**src/rtl/alu_operand_stage.sv**
```systemverilog
`default_nettype none
// ============================================================================
// Module   : alu_operand_stage
// Brief    : 2-entry in-order operand staging FIFO with writeback snooping.
// Revision : 1.0
// ============================================================================
module alu_operand_stage #(
  parameter int DATA_WIDTH = 64,
  parameter int REG_AW     = 5
) (
  input  logic                  clk,
  input  logic                  rst,
  input  logic                  in_valid,
  output logic                  in_ready,
  input  logic [REG_AW-1:0]     in_rs1,
  input  logic [DATA_WIDTH-1:0] in_rs1_data,
  input  logic                  in_rs1_rdy,
  input  logic [REG_AW-1:0]     in_rs2,
  input  logic [DATA_WIDTH-1:0] in_rs2_data,
  input  logic                  in_rs2_rdy,
  input  logic [DATA_WIDTH-1:0] in_imm,
  input  logic                  in_uses_imm,
  input  logic [2:0]            in_funct3,
  input  logic [6:0]            in_funct7,
  input  logic [REG_AW-1:0]     in_rd,
  input  logic                  wb_valid,
  input  logic [REG_AW-1:0]     wb_rd,
  input  logic [DATA_WIDTH-1:0] wb_data,
  output logic                  out_valid,
  input  logic                  out_ready,
  output logic [DATA_WIDTH-1:0] lhs,
  output logic [DATA_WIDTH-1:0] rhs,
  output logic                  lhs_valid,
  output logic                  rhs_valid,
  output logic                  uses_imm,
  output logic [2:0]            funct3,
  output logic [6:0]            funct7,
  output logic [REG_AW-1:0]     out_rd
);

  typedef struct packed {
    logic [REG_AW-1:0]     rs1;
    logic [REG_AW-1:0]     rs2;
    logic [DATA_WIDTH-1:0] lhs;
    logic [DATA_WIDTH-1:0] rhs;
    logic                  lhs_v;
    logic                  rhs_v;
    logic                  uses_imm;
    logic [2:0]            funct3;
    logic [6:0]            funct7;
    logic [REG_AW-1:0]     rd;
  } entry_t;

  localparam logic [1:0] C_EMPTY = 2'd0;
  localparam logic [1:0] C_ONE   = 2'd1;
  localparam logic [1:0] C_FULL  = 2'd2;

  entry_t     head_q, head_d, tail_q, tail_d;
  entry_t     w_new, w_head_snp, w_tail_snp;
  logic [1:0] count_q, count_d;
  logic       w_push, w_pop;
  logic       w_wb_hit1, w_wb_hit2;

  // Unresolved operands pick up a matching writeback; x0 is never a real producer.
  function automatic entry_t f_snoop(input entry_t e, input logic occ, input logic wv,
                                     input logic [REG_AW-1:0] wr,
                                     input logic [DATA_WIDTH-1:0] wd);
    entry_t r;
    r = e;
    if (occ && wv && (wr != '0)) begin
      if (!e.lhs_v && (wr == e.rs1)) begin
        r.lhs   = wd;
        r.lhs_v = 1'b1;
      end
      if (!e.rhs_v && (wr == e.rs2)) begin
        r.rhs   = wd;
        r.rhs_v = 1'b1;
      end
    end
    return r;
  endfunction

  assign in_ready  = (count_q != C_FULL);
  assign out_valid = (count_q != C_EMPTY) & head_q.lhs_v & head_q.rhs_v;
  assign w_push    = in_valid & in_ready;
  assign w_pop     = out_valid & out_ready;

  assign lhs       = head_q.lhs;
  assign rhs       = head_q.rhs;
  assign lhs_valid = (count_q != C_EMPTY) & head_q.lhs_v;
  assign rhs_valid = (count_q != C_EMPTY) & head_q.rhs_v;
  assign uses_imm  = head_q.uses_imm;
  assign funct3    = head_q.funct3;
  assign funct7    = head_q.funct7;
  assign out_rd    = head_q.rd;

  assign w_wb_hit1 = wb_valid & (wb_rd == in_rs1);
  assign w_wb_hit2 = wb_valid & (wb_rd == in_rs2);

  always_comb begin
    w_new          = '0;
    w_new.rs1      = in_rs1;
    w_new.rs2      = in_rs2;
    w_new.uses_imm = in_uses_imm;
    w_new.funct3   = in_funct3;
    w_new.funct7   = in_funct7;
    w_new.rd       = in_rd;
    w_new.lhs_v    = in_rs1_rdy | (in_rs1 == '0) | w_wb_hit1;
    if (in_rs1 == '0)    w_new.lhs = '0;
    else if (in_rs1_rdy) w_new.lhs = in_rs1_data;
    else if (w_wb_hit1)  w_new.lhs = wb_data;
    if (in_uses_imm) begin
      w_new.rhs   = in_imm;
      w_new.rhs_v = 1'b1;
    end else begin
      w_new.rhs_v = in_rs2_rdy | (in_rs2 == '0) | w_wb_hit2;
      if (in_rs2 == '0)    w_new.rhs = '0;
      else if (in_rs2_rdy) w_new.rhs = in_rs2_data;
      else if (w_wb_hit2)  w_new.rhs = wb_data;
    end
  end

  assign w_head_snp = f_snoop(head_q, count_q != C_EMPTY, wb_valid, wb_rd, wb_data);
  assign w_tail_snp = f_snoop(tail_q, count_q == C_FULL, wb_valid, wb_rd, wb_data);

  always_comb begin
    head_d  = w_head_snp;
    tail_d  = w_tail_snp;
    count_d = count_q;
    if (w_pop && w_push) begin
      head_d = w_new;
    end else if (w_pop) begin
      head_d  = w_tail_snp;
      count_d = count_q - 2'd1;
    end else if (w_push) begin
      if (count_q == C_EMPTY) head_d = w_new;
      else                    tail_d = w_new;
      count_d = count_q + 2'd1;
    end
  end

  always_ff @(posedge clk or posedge rst) begin
    if (rst) begin
      head_q  <= '0;
      tail_q  <= '0;
      count_q <= C_EMPTY;
    end else begin
      head_q  <= head_d;
      tail_q  <= tail_d;
      count_q <= count_d;
    end
  end

endmodule
`default_nettype wire

```
**config.mk**
```make
export PLATFORM = sky130hd
export DESIGN_NAME = alu_operand_stage
export DESIGN_NICKNAME = d
export VERILOG_FILES = /design/src/rtl/alu_operand_stage.sv
export SDC_FILE = /design/constraint.sdc
export NUM_CORES = 1
export LEC_CHECK = 0
export BUFFER_PORTS_ARGS = -buffer_cell sky130_fd_sc_hd__buf_4
export CAP_MARGIN = 20
export CORE_MARGIN = 8
export CORE_UTILIZATION = 28
export DETAILED_ROUTE_END_ITERATION = 7
export GPL_TIMING_DRIVEN = 0
export PLACE_DENSITY_LB_ADDON = 0.15
export SLEW_MARGIN = 0
export SYNTH_ARGS = -nofsm -noshare
export SYNTH_HDL_FRONTEND = slang
export SYNTH_SLANG_ARGS = --single-unit
export TNS_END_PERCENT = 100
```
**constraint.sdc**
```tcl
create_clock -name clk -period 14.3 [get_ports clk]
set_input_delay 1.43 -clock clk [delete_from_list [all_inputs] [get_ports clk]]
set_output_delay 1.43 -clock clk [all_outputs]
set_load 0.02 [all_outputs]
```
==> results.toml <==
[run_status]
status = "finished clean"

[synth]
synth_area_mm2 = 0.0192
yosys-top-cells-area = "dfrtp_1, mux2i_1, mux2_2"
synth-edff-count = 0
yosysSeqAreaShare_pct = 40.9
ys_ff_latch = 314
synth.net_count = 2041
synth_cells = 1744
synth.avg_cell_area_um2 = 11.0
synth.distinct_cells = 44
yosysTopAreaCellShare_pct = 40.9
synth_top_cells_by_count = "dfrtp_1, mux2i_1, mux2_2, buf_4, clkbuf_1"
synth.largest_area_cell = "dfrtp_1"
synth-async-reset-ratio_pct = 100
synth.most_common_cell = "dfrtp_1"
ys_dominant_reg_cell = "dfrtp_1"
yosysWarnings = 0

[clock_network]
clk_pin_slew_worst_paths_ns = 0.06
clkLatencyLatePin_ns = 0.57
clock_sinks = 314
postCtsHoldBufs = 0
cts_setup_buffers = 0
numCtsBuffers = 42
tritoncts = "done"
h-tree-depth = 2
cts_root_buffer = "clkbuf_16"
cts_buffer_depth = 3
cts_resized = 0

[timing]
final_hold_viol_count = 0
clock_skew_ns = 0.0289
layout_setup_ws_ns = 10.16
min_period_ns = 4.14
setup_viol = 0
rsz0062_at_grt = "false"
max_slew_margin_pct = 24.8
drv_slew = 0
timing.fmax_mhz = 241
worst-slew-pin-transition_ns = 1.13
period_share_pct = 29.0
holdWs_ns = 0.505

[worst_hold_path]
hold_start = "tail_q[9]"
whs_endpoint = "tail_q[9]"
worstHoldPathCells = 1
hold_class = "register to register"

[global_routing]
grt_use_total_pct = 20.9
grt_pass1_wl_um = 123000
gr-total-overflow = 0
antenna_found_initial = 3
grt_pass1_vias = 18100
grt_max_degree = 113

[power_and_ir_drop]
peakVddDrop_v = 0.000108
finalPower_mw = 5.17
power_per_cell_area_mw_per_mm2 = 206
p_leak_nw = 10.8

[routing]
drc_errors = 0
wl_um = 84300
wl_per_cell_um = 26.8
detail_route.first_pass.iterations = 8
via_count = 16800
antenna_left = 0
first_iter_violations = 1480
viasPerCell = 5.35

[setup_path]
worstPathCellList = "buf_4, o2111ai_2, inv_1, ha_1, inv_1, nand4_1, clkbuf_1, clkbuf_1, mux2i_1"
worstSetupEndpointType = "register"
arrival_ns = 4.62
cp.depth = 9
startpoint_type = "primary input"
crit_buf_inv = 5
cpLargestDelayFamily = "buffers and inverters"
r2r_cells = 8
r2r-start = "head_q[16]"
cpPeakStageDelay_ns = 0.87
crit_path_top_delay_cell = "clkbuf_1"
worst-path-max-fanout = 10
path_class = "primary input to register"
r2r-end = "tail_q[141]"
r2r_slack_ns = 10.56
worstPathRequired_ns = 14.78

[final_layout]
syn_to_final_growth_pct = 30.8
drive_gt1_share_pct = 39.3
utilization_pct = 36.8
fin_area_mm2 = 0.0251
num-fill-cells = 6854
fin_nets = 2532

[placement]
hpwl_um = 62600
gp_congestion = 0.807
port_buffers = 436
placed_area_mm2 = 0.0238
pre_cts_ws_ns = 9.63

[die]
core_mm2 = 0.0682
rows = 96
pin_count = 442
die_h_um = 278
die_w_um = 278
start_util_pct = 28.1
dieArea_mm2 = 0.0772

[job]
max-cap-violations = 0
power breakdown:
| group | leakage, nW | internal (mW) | switching (mW) |
|---|---|---|---|
| Clock | 0.646 | 0.614 | 0.425 |
| Sequential | 3.79 | 1.33 | 0.208 |
| Combinational | 6.40 | 1.18 | 1.40 |
| Total | 10.8 | 3.13 | 2.03 |
logic make-up after synthesis:
kind of cell | count (synthesis) | share of synthesized area [%]
muxes | 486 | 26.8
AOI/OAI and AO/OA | 371 | 15.2
buffers and inverters | 318 | 9.68
DFF | 314 | 40.9
and+or+nand+nor | 219 | 5.66
xor gates and xnor gates | 33 | 1.51
adders and majority gates | 3 | 0.196
state kept, by name, summed over array words and instances (netlist names):
register and count:
lhs 64, funct3 3, rhs 64, funct7 7, uses_imm 1, out_rd 5, tail_q 156, count_q 2
head_q 12
cell type report:
class	count	area [um2]	share of cell area (%)
tap	882	1100	4.39
timing repair buffer	447	3470	13.8
clock inverter	12	134	0.533
antenna	2	5.00	0.0199
multi-input combinational	1112	9480	37.8
sequential	314	7860	31.3
clock buffer	61	1190	4.75
inverter	8	37.5	0.149
buffer	310	1830	7.28
layer usage:
layer  up-vias  part of all wire [%]  wire length [um]  GRT usage (%)
li1       7525                     -                 -              -
met1      8590                    43             36600           26.9
met2       615                    48             40800           35.6
met3       111                   5.8              4850           3.97
met4         2                   2.4              2030           5.45
met5         -                 0.013                11              0
cells in the final DEF (no fill, tap or decap), types with 4 or more instances in the layout:
cell and count:
buf_8 7, a21oi_1 83, clkbuf_8 7, a22oi_1 38, buf_1 9, nor2_1 67, mux2i_1 308, a222oi_1 51
a31oi_1 54, clkbuf_16 42, nor3_1 5, o21ai_0 4, clkinv_2 5, mux2_1 7, o221ai_1 53, and3_1 53
inv_1 7, dfrtp_1 314, buf_2 27, a221oi_1 61, nor4_1 4, mux2_4 16, a221oi_2 16, nand2_1 13
nand3_1 67, clkbuf_1 128, xnor2_1 32, buf_6 11, mux2_2 155, buf_4 584
how the worst max path moves through the flow:
stage / startpoint / to / slack (ns)
after floorplan: rst / count_q[0] / 4.18
after global placement: rst / lhs[52] / -0.47
after detailed placement: out_ready / tail_q[141] / 9.63
after CTS: out_ready / tail_q[141] / 10.22
after global routing: out_ready / tail_q[141] / 10.09
final: out_ready / tail_q[141] / 10.16
through the flow:
step | setup TNS [ns] | instances
2_1_floorplan | 0 | 1744
3_3_place_gp | -126.24 | 3062
3_5_place_dp | 0 | 3072
4_1_cts | 0 | 3145
5_1_grt | 0 | 3147
6_report | 0 | 3148
Power figures use the tool's default switching activity.
